## config.mk

```make
export PLATFORM = sky130hd
export DESIGN_NAME = csls_sub_64_seq
export DESIGN_NICKNAME = d
export VERILOG_FILES = /design/src/rtl/csls_sub_64_seq.sv
export SDC_FILE = /design/constraint.sdc
export NUM_CORES = 1
export LEC_CHECK = 0
export ABC_AREA = 1
export BUFFER_PORTS_ARGS = -buffer_cell sky130_fd_sc_hd__buf_2
export CAP_MARGIN = 25
export CORE_MARGIN = 2
export CORE_UTILIZATION = 55
export CTS_BUF_LIST = sky130_fd_sc_hd__clkbuf_16
export DETAILED_ROUTE_END_ITERATION = 6
export PLACE_DENSITY_LB_ADDON = 0.3
export SETUP_SLACK_MARGIN = 0.5
export SYNTH_ARGS = -nofsm -noshare
export SYNTH_HDL_FRONTEND = slang
export SYNTH_SLANG_ARGS = --single-unit
```

## constraint.sdc

```tcl
create_clock -name clk -period 4.4 [get_ports clk]
set_input_delay 0 -clock clk [delete_from_list [all_inputs] [get_ports clk]]
set_output_delay 0 -clock clk [all_outputs]
set_load 0.01 [all_outputs]
```

## src/rtl/csls_sub_64_seq.sv

```systemverilog
// Multi-cycle borrow-select subtractor: diff = a - b - bin, one CHUNK-bit slice per clock, LSB slice first.
// Optional macro CSLS_SUB_B2B_EN lets DONE accept the next operands in the same edge that retires a result.
module csls_sub_64_seq #(
  parameter int WIDTH = 64,
  parameter int CHUNK = 16
) (
  input  logic             clk,
  input  logic             rst_n,
  input  logic             in_valid,
  output logic             in_ready,
  input  logic [WIDTH-1:0] a,
  input  logic [WIDTH-1:0] b,
  input  logic             bin,
  output logic             out_valid,
  input  logic             out_ready,
  output logic [WIDTH-1:0] diff,
  output logic             bout,
  output logic             ovf
);

  localparam int NSLICE = WIDTH / CHUNK;
  localparam int IDX_W  = (NSLICE > 1) ? $clog2(NSLICE) : 1;

  typedef enum logic [1:0] {
    S_IDLE = 2'd0,
    S_CALC = 2'd1,
    S_DONE = 2'd2
  } state_t;

  state_t             state_q, state_d;
  logic [IDX_W-1:0]   idx_q, idx_d;
  logic               borrow_q, borrow_d;
  logic [WIDTH-1:0]   a_q, a_d;
  logic [WIDTH-1:0]   b_q, b_d;
  logic [WIDTH-1:0]   diff_q, diff_d;
  logic               bout_q, bout_d;
  logic               ovf_q, ovf_d;
  logic               out_valid_q, out_valid_d;

  logic               in_ready_c;
  logic               accept;
  logic               last_slice;
  logic [CHUNK-1:0]   a_k, b_k;
  logic [CHUNK:0]     slice_res;

  // Returns {borrow_out, slice_diff}. The borrow-in-1 result comes from a
  // decrement of the borrow-in-0 result rather than a second subtractor.
  function automatic logic [CHUNK:0] slice_sub(input logic [CHUNK-1:0] ak,
                                               input logic [CHUNK-1:0] bk,
                                               input logic             bsel);
    logic [CHUNK:0]   s0;
    logic [CHUNK-1:0] d0;
    logic [CHUNK-1:0] d1;
    logic             c0;
    logic             c1;
    s0 = {1'b0, ak} + {1'b0, ~bk} + {{CHUNK{1'b0}}, 1'b1};
    d0 = s0[CHUNK-1:0];
    c0 = s0[CHUNK];
    d1 = d0 - CHUNK'(1);
    c1 = c0 & (d0 != '0);
    return bsel ? {~c1, d1} : {~c0, d0};
  endfunction

  function automatic logic sub_ovf(input logic a_msb, input logic b_msb, input logic d_msb);
    return (a_msb ^ b_msb) & (d_msb ^ a_msb);
  endfunction

  assign accept     = in_valid & in_ready_c;
  assign last_slice = (idx_q == IDX_W'(NSLICE - 1));

  always_comb begin
    a_k = '0;
    b_k = '0;
    for (int k = 0; k < NSLICE; k++) begin
      if (idx_q == IDX_W'(k)) begin
        a_k = a_q[k*CHUNK +: CHUNK];
        b_k = b_q[k*CHUNK +: CHUNK];
      end
    end
  end

  assign slice_res = slice_sub(a_k, b_k, borrow_q);

  // FSM: state register
  always_ff @(posedge clk or negedge rst_n) begin
    if (!rst_n) begin
      state_q <= S_IDLE;
    end else begin
      state_q <= state_d;
    end
  end

  // FSM: next state
  always_comb begin
    state_d = state_q;
    case (state_q)
      S_IDLE: begin
        if (accept) state_d = S_CALC;
      end
      S_CALC: begin
        if (last_slice) state_d = S_DONE;
      end
      S_DONE: begin
        if (out_ready) begin
`ifdef CSLS_SUB_B2B_EN
          state_d = in_valid ? S_CALC : S_IDLE;
`else
          state_d = S_IDLE;
`endif
        end
      end
      default: state_d = S_IDLE;
    endcase
  end

  // FSM: outputs
  always_comb begin
    in_ready_c = (state_q == S_IDLE);
`ifdef CSLS_SUB_B2B_EN
    if ((state_q == S_DONE) && out_ready) in_ready_c = 1'b1;
`endif
  end

  // Datapath next state: operand capture, in-place slice writes, result flags.
  always_comb begin
    idx_d       = idx_q;
    borrow_d    = borrow_q;
    a_d         = a_q;
    b_d         = b_q;
    diff_d      = diff_q;
    bout_d      = bout_q;
    ovf_d       = ovf_q;
    out_valid_d = out_valid_q;
    case (state_q)
      S_IDLE: begin
        if (accept) begin
          a_d      = a;
          b_d      = b;
          borrow_d = bin;
          idx_d    = '0;
        end
      end
      S_CALC: begin
        for (int k = 0; k < NSLICE; k++) begin
          if (idx_q == IDX_W'(k)) diff_d[k*CHUNK +: CHUNK] = slice_res[CHUNK-1:0];
        end
        borrow_d = slice_res[CHUNK];
        idx_d    = idx_q + IDX_W'(1);
        if (last_slice) begin
          idx_d       = '0;
          bout_d      = slice_res[CHUNK];
          ovf_d       = sub_ovf(a_q[WIDTH-1], b_q[WIDTH-1], slice_res[CHUNK-1]);
          out_valid_d = 1'b1;
        end
      end
      S_DONE: begin
        if (out_ready) begin
          out_valid_d = 1'b0;
`ifdef CSLS_SUB_B2B_EN
          if (in_valid) begin
            a_d      = a;
            b_d      = b;
            borrow_d = bin;
            idx_d    = '0;
          end
`endif
        end
      end
      default: ;
    endcase
  end

  always_ff @(posedge clk or negedge rst_n) begin
    if (!rst_n) begin
      idx_q       <= '0;
      borrow_q    <= 1'b0;
      a_q         <= '0;
      b_q         <= '0;
      diff_q      <= '0;
      bout_q      <= 1'b0;
      ovf_q       <= 1'b0;
      out_valid_q <= 1'b0;
    end else begin
      idx_q       <= idx_d;
      borrow_q    <= borrow_d;
      a_q         <= a_d;
      b_q         <= b_d;
      diff_q      <= diff_d;
      bout_q      <= bout_d;
      ovf_q       <= ovf_d;
      out_valid_q <= out_valid_d;
    end
  end

  assign in_ready  = in_ready_c;
  assign out_valid = out_valid_q;
  assign diff      = diff_q;
  assign bout      = bout_q;
  assign ovf       = ovf_q;

endmodule
```

==> summary.txt <==
Setup path
  • CP required: 4.72 ns
  • Worst path arrival time: 4.01 ns
  • Kind of critical path: register to register
  • Crit. End Element: register
  • Crit start category: register
  • CP max FO: 13

Clock network
  • Clock-pin slew on the worst setup and hold paths: 0.07 ns
  • TritonCTS clock tree: yes
  • Sink Count: 200
  • Clock Path Buffers: 2
  • Htree depth: 4
  • CTS buffer count: 17
  • Clk_lat worst skew: 0.44 ns
  • CTS Root Cell: clkbuf_16

GRT
  • GR Overflow Total: 0
  • Initial antenna violation count: 3
  • Pin count of the biggest net entering global routing: 114
  • First-pass GRT wire length: 48.38 mm
  • Number of global-route vias before repair: 9784
  • Gr usage total: 33.67%

Final layout
  • Syn-to-layout area delta: 34.49%
  • Final nets: 1737
  • Layout cells sized above 1: 18.06%

Timing
  • Worst Max-Slew Pin Slew: 0.8662 ns
  • Final setup viols: 0
  • Clock Skew: 0.009340 ns
  • Relative slew margins: 42.25%
  • Slew Viols, Final: 0
  • Final Cycle Share: 83.81%
  • Hold Violations, Final: 0
  • Final TNS setup: 0 ns
  • Fin crit period: 3.688 ns
  • Worst Slack Setup Final: 0.7123 ns
  • RSZ-0062 raised after global routing: yes
  • Achievable Freq: 271.2 MHz

Min path
  • Min-Delay Path Class: input port to asynchronous set/reset pin

Die
  • Die area: 18720 sq um
  • Core Rows: 48
  • Floorplan die height: 136.8 microns
  • Core Footprint: 17300 sq um
  • Ports: 201
  • Starting Density: 56.11%
  • Die width: 136.8 microns

Route
  • DR iter-0 viols: 938
  • Via density: 5.445
  • Via count: 9926
  • Router iterations before antenna repair: 7
  • Total Wirelength: 30.70 mm
  • Post-route antenna net violation count: 0
  • WL per Instance: 16.84 microns
  • Post-route DRC: 0

Yosys
  • Synth top area share: 51.57%
  • Distinct cells, synth: 34
  • Sequential fraction of the synthesis area: 51.57%
  • Syn_nets: 1414
  • Yosys top cell by area: dfrtp_1
  • Syn_area_per_cell: 7.708 sq um
  • Ys async rst share: 100.0%
  • Post-synth EDFFs: 0
  • Cell area after synthesis: 9704 sq um
  • Gate Count Post-Synth: 1259
  • Seq cells post-synth: 200
  • YS warnings: 0
  • Post-synth top cells: nand2_1, dfrtp_1, clkbuf_1
  • Top post-synthesis cells by area: dfrtp_1, nand2_1, ha_1, clkbuf_1, inv_1
  • Top-count cell post-synth: nand2_1
  • Top FF cell, synth: dfrtp_1

Placement
  • Post-detail-place hpwl: 17.96 mm
  • Port buffer count: 200
  • Place WS: 0.6122 ns
  • Routability cong.: 0.8971

Flow run
  • Max_cap viols: 0

Run status
  • Status: finished clean
layer usage:
layer	vias to the layer above	GRT usage [%]	routed length, microns
met4	0	15.35	1421
li1	4616	-	-
met3	118	6.370	2207
met2	534	56.61	14940
met5	-	0	0
met1	4658	42.35	12140
logic make-up after synthesis:
family          Yosys count  synth area share (%)
mux                       1                0.1032
compound gates          118                 7.659
flops                   200                 51.57
fa+ha+maj                22                 2.914
simple gates            791                 32.05
buf+inv                 115                 4.461
xor+xnor                 12                 1.238
final timing paths:
check	slack (ns)	end	cells after the start	start
worst min-delay path	0.25	diff[19]	2	rst_n
worst min register to register	0.47	diff[0]	2	diff[0]
worst max register to register	0.71	diff[30]	25	idx_q[0]
max in group asynchronous	3.04	b_q[51]	3	rst_n
worst max-delay path	0.71	diff[30]	25	idx_q[0]
min in group clk	0.29	b_q[1]	4	b[1]
timing repair:
item | CTS | global route
endpoints found under the hold margin | 241 | 0
endpoints found under the setup margin | 0 | 39
setup buffers | 0 | 3
hold buffers | 144 | 0
resized for setup | 0 | 20
metrics by stage:
stage          cells  cell area, sq um  hold WS [ns]  utilization (%)
6_report        1823             13050        0.2518            75.46
5_1_grt         1823             13050        0.3118            75.46
4_1_cts         1816             12930        0.2637            74.74
3_5_place_dp    1640             10900        0.1824            63.00
3_3_place_gp    1640             10900        0.1796            63.00
2_1_floorplan   1259              9704       -0.2956                -
area by class of cell:
type                    count  area, sq um
repair buffers            362         2625
clock inverters            15        163.9
fillers                  1177         4245
multi-input cells         944         4319
clock buffers              17        425.4
flip-flops and latches    200         5005
inverters                  57        224.0
well taps                 225        281.5
diodes                      3        7.507
flip-flops by register name, indices dropped and copies added, names as in the netlist:
| register | count |
|---|---|
| a_q | 64 |
| borrow_q | 1 |
| idx_q | 2 |
| bout | 1 |
| state_q | 2 |
| b_q | 64 |
| ovf | 1 |
| out_valid | 1 |
| diff | 64 |
critical path, stage by stage (launching register included):
cell and delay (ns):
dfrtp_1 0.41, inv_1 0.09, ha_1 0.21, inv_2 0.10, nor2_4 0.05, buf_6 0.16, buf_4 0.15, a221oi_1 0.35
o31ai_1 0.12, ha_1 0.37, a21oi_1 0.20, nand2_1 0.12, nand2_1 0.11, nand2_1 0.07, nand2_1 0.08, nand2_1 0.06
nand2_1 0.12, nand2_2 0.10, nor2_4 0.14, inv_1 0.05, nor2_1 0.13, nand2_1 0.07, nand2_1 0.06, nand2_1 0.09
nand2_1 0.08, nand2_1 0.07
cells in the final DEF, fill, tap and decap left out, drive strengths merged:
| cell | n |
|---|---|
| nand3 | 30 |
| o22ai | 1 |
| a22oi | 18 |
| nand3b | 5 |
| a22o | 2 |
| clkinv | 8 |
| clkbuf | 18 |
| inv | 60 |
| nand2 | 704 |
| o21a | 1 |
| o31ai | 14 |
| buf | 217 |
| mux2i | 1 |
| o21ai | 35 |
| nor2 | 48 |
| a221oi | 14 |
| or2 | 1 |
| bufinv | 2 |
| diode | 3 |
| xnor2 | 5 |
| ha | 21 |
| xor2 | 7 |
| a21oi | 32 |
| o21bai | 1 |
| dlygate4sd3 | 144 |
| clkinvlp | 2 |
| dfrtp | 200 |
| nand4 | 2 |
| nor3 | 1 |
| fa | 1 |
Power is left out: the tool's default activity adds up to more than one toggle a clock period on the data nets, which glitch-free logic cannot reach.
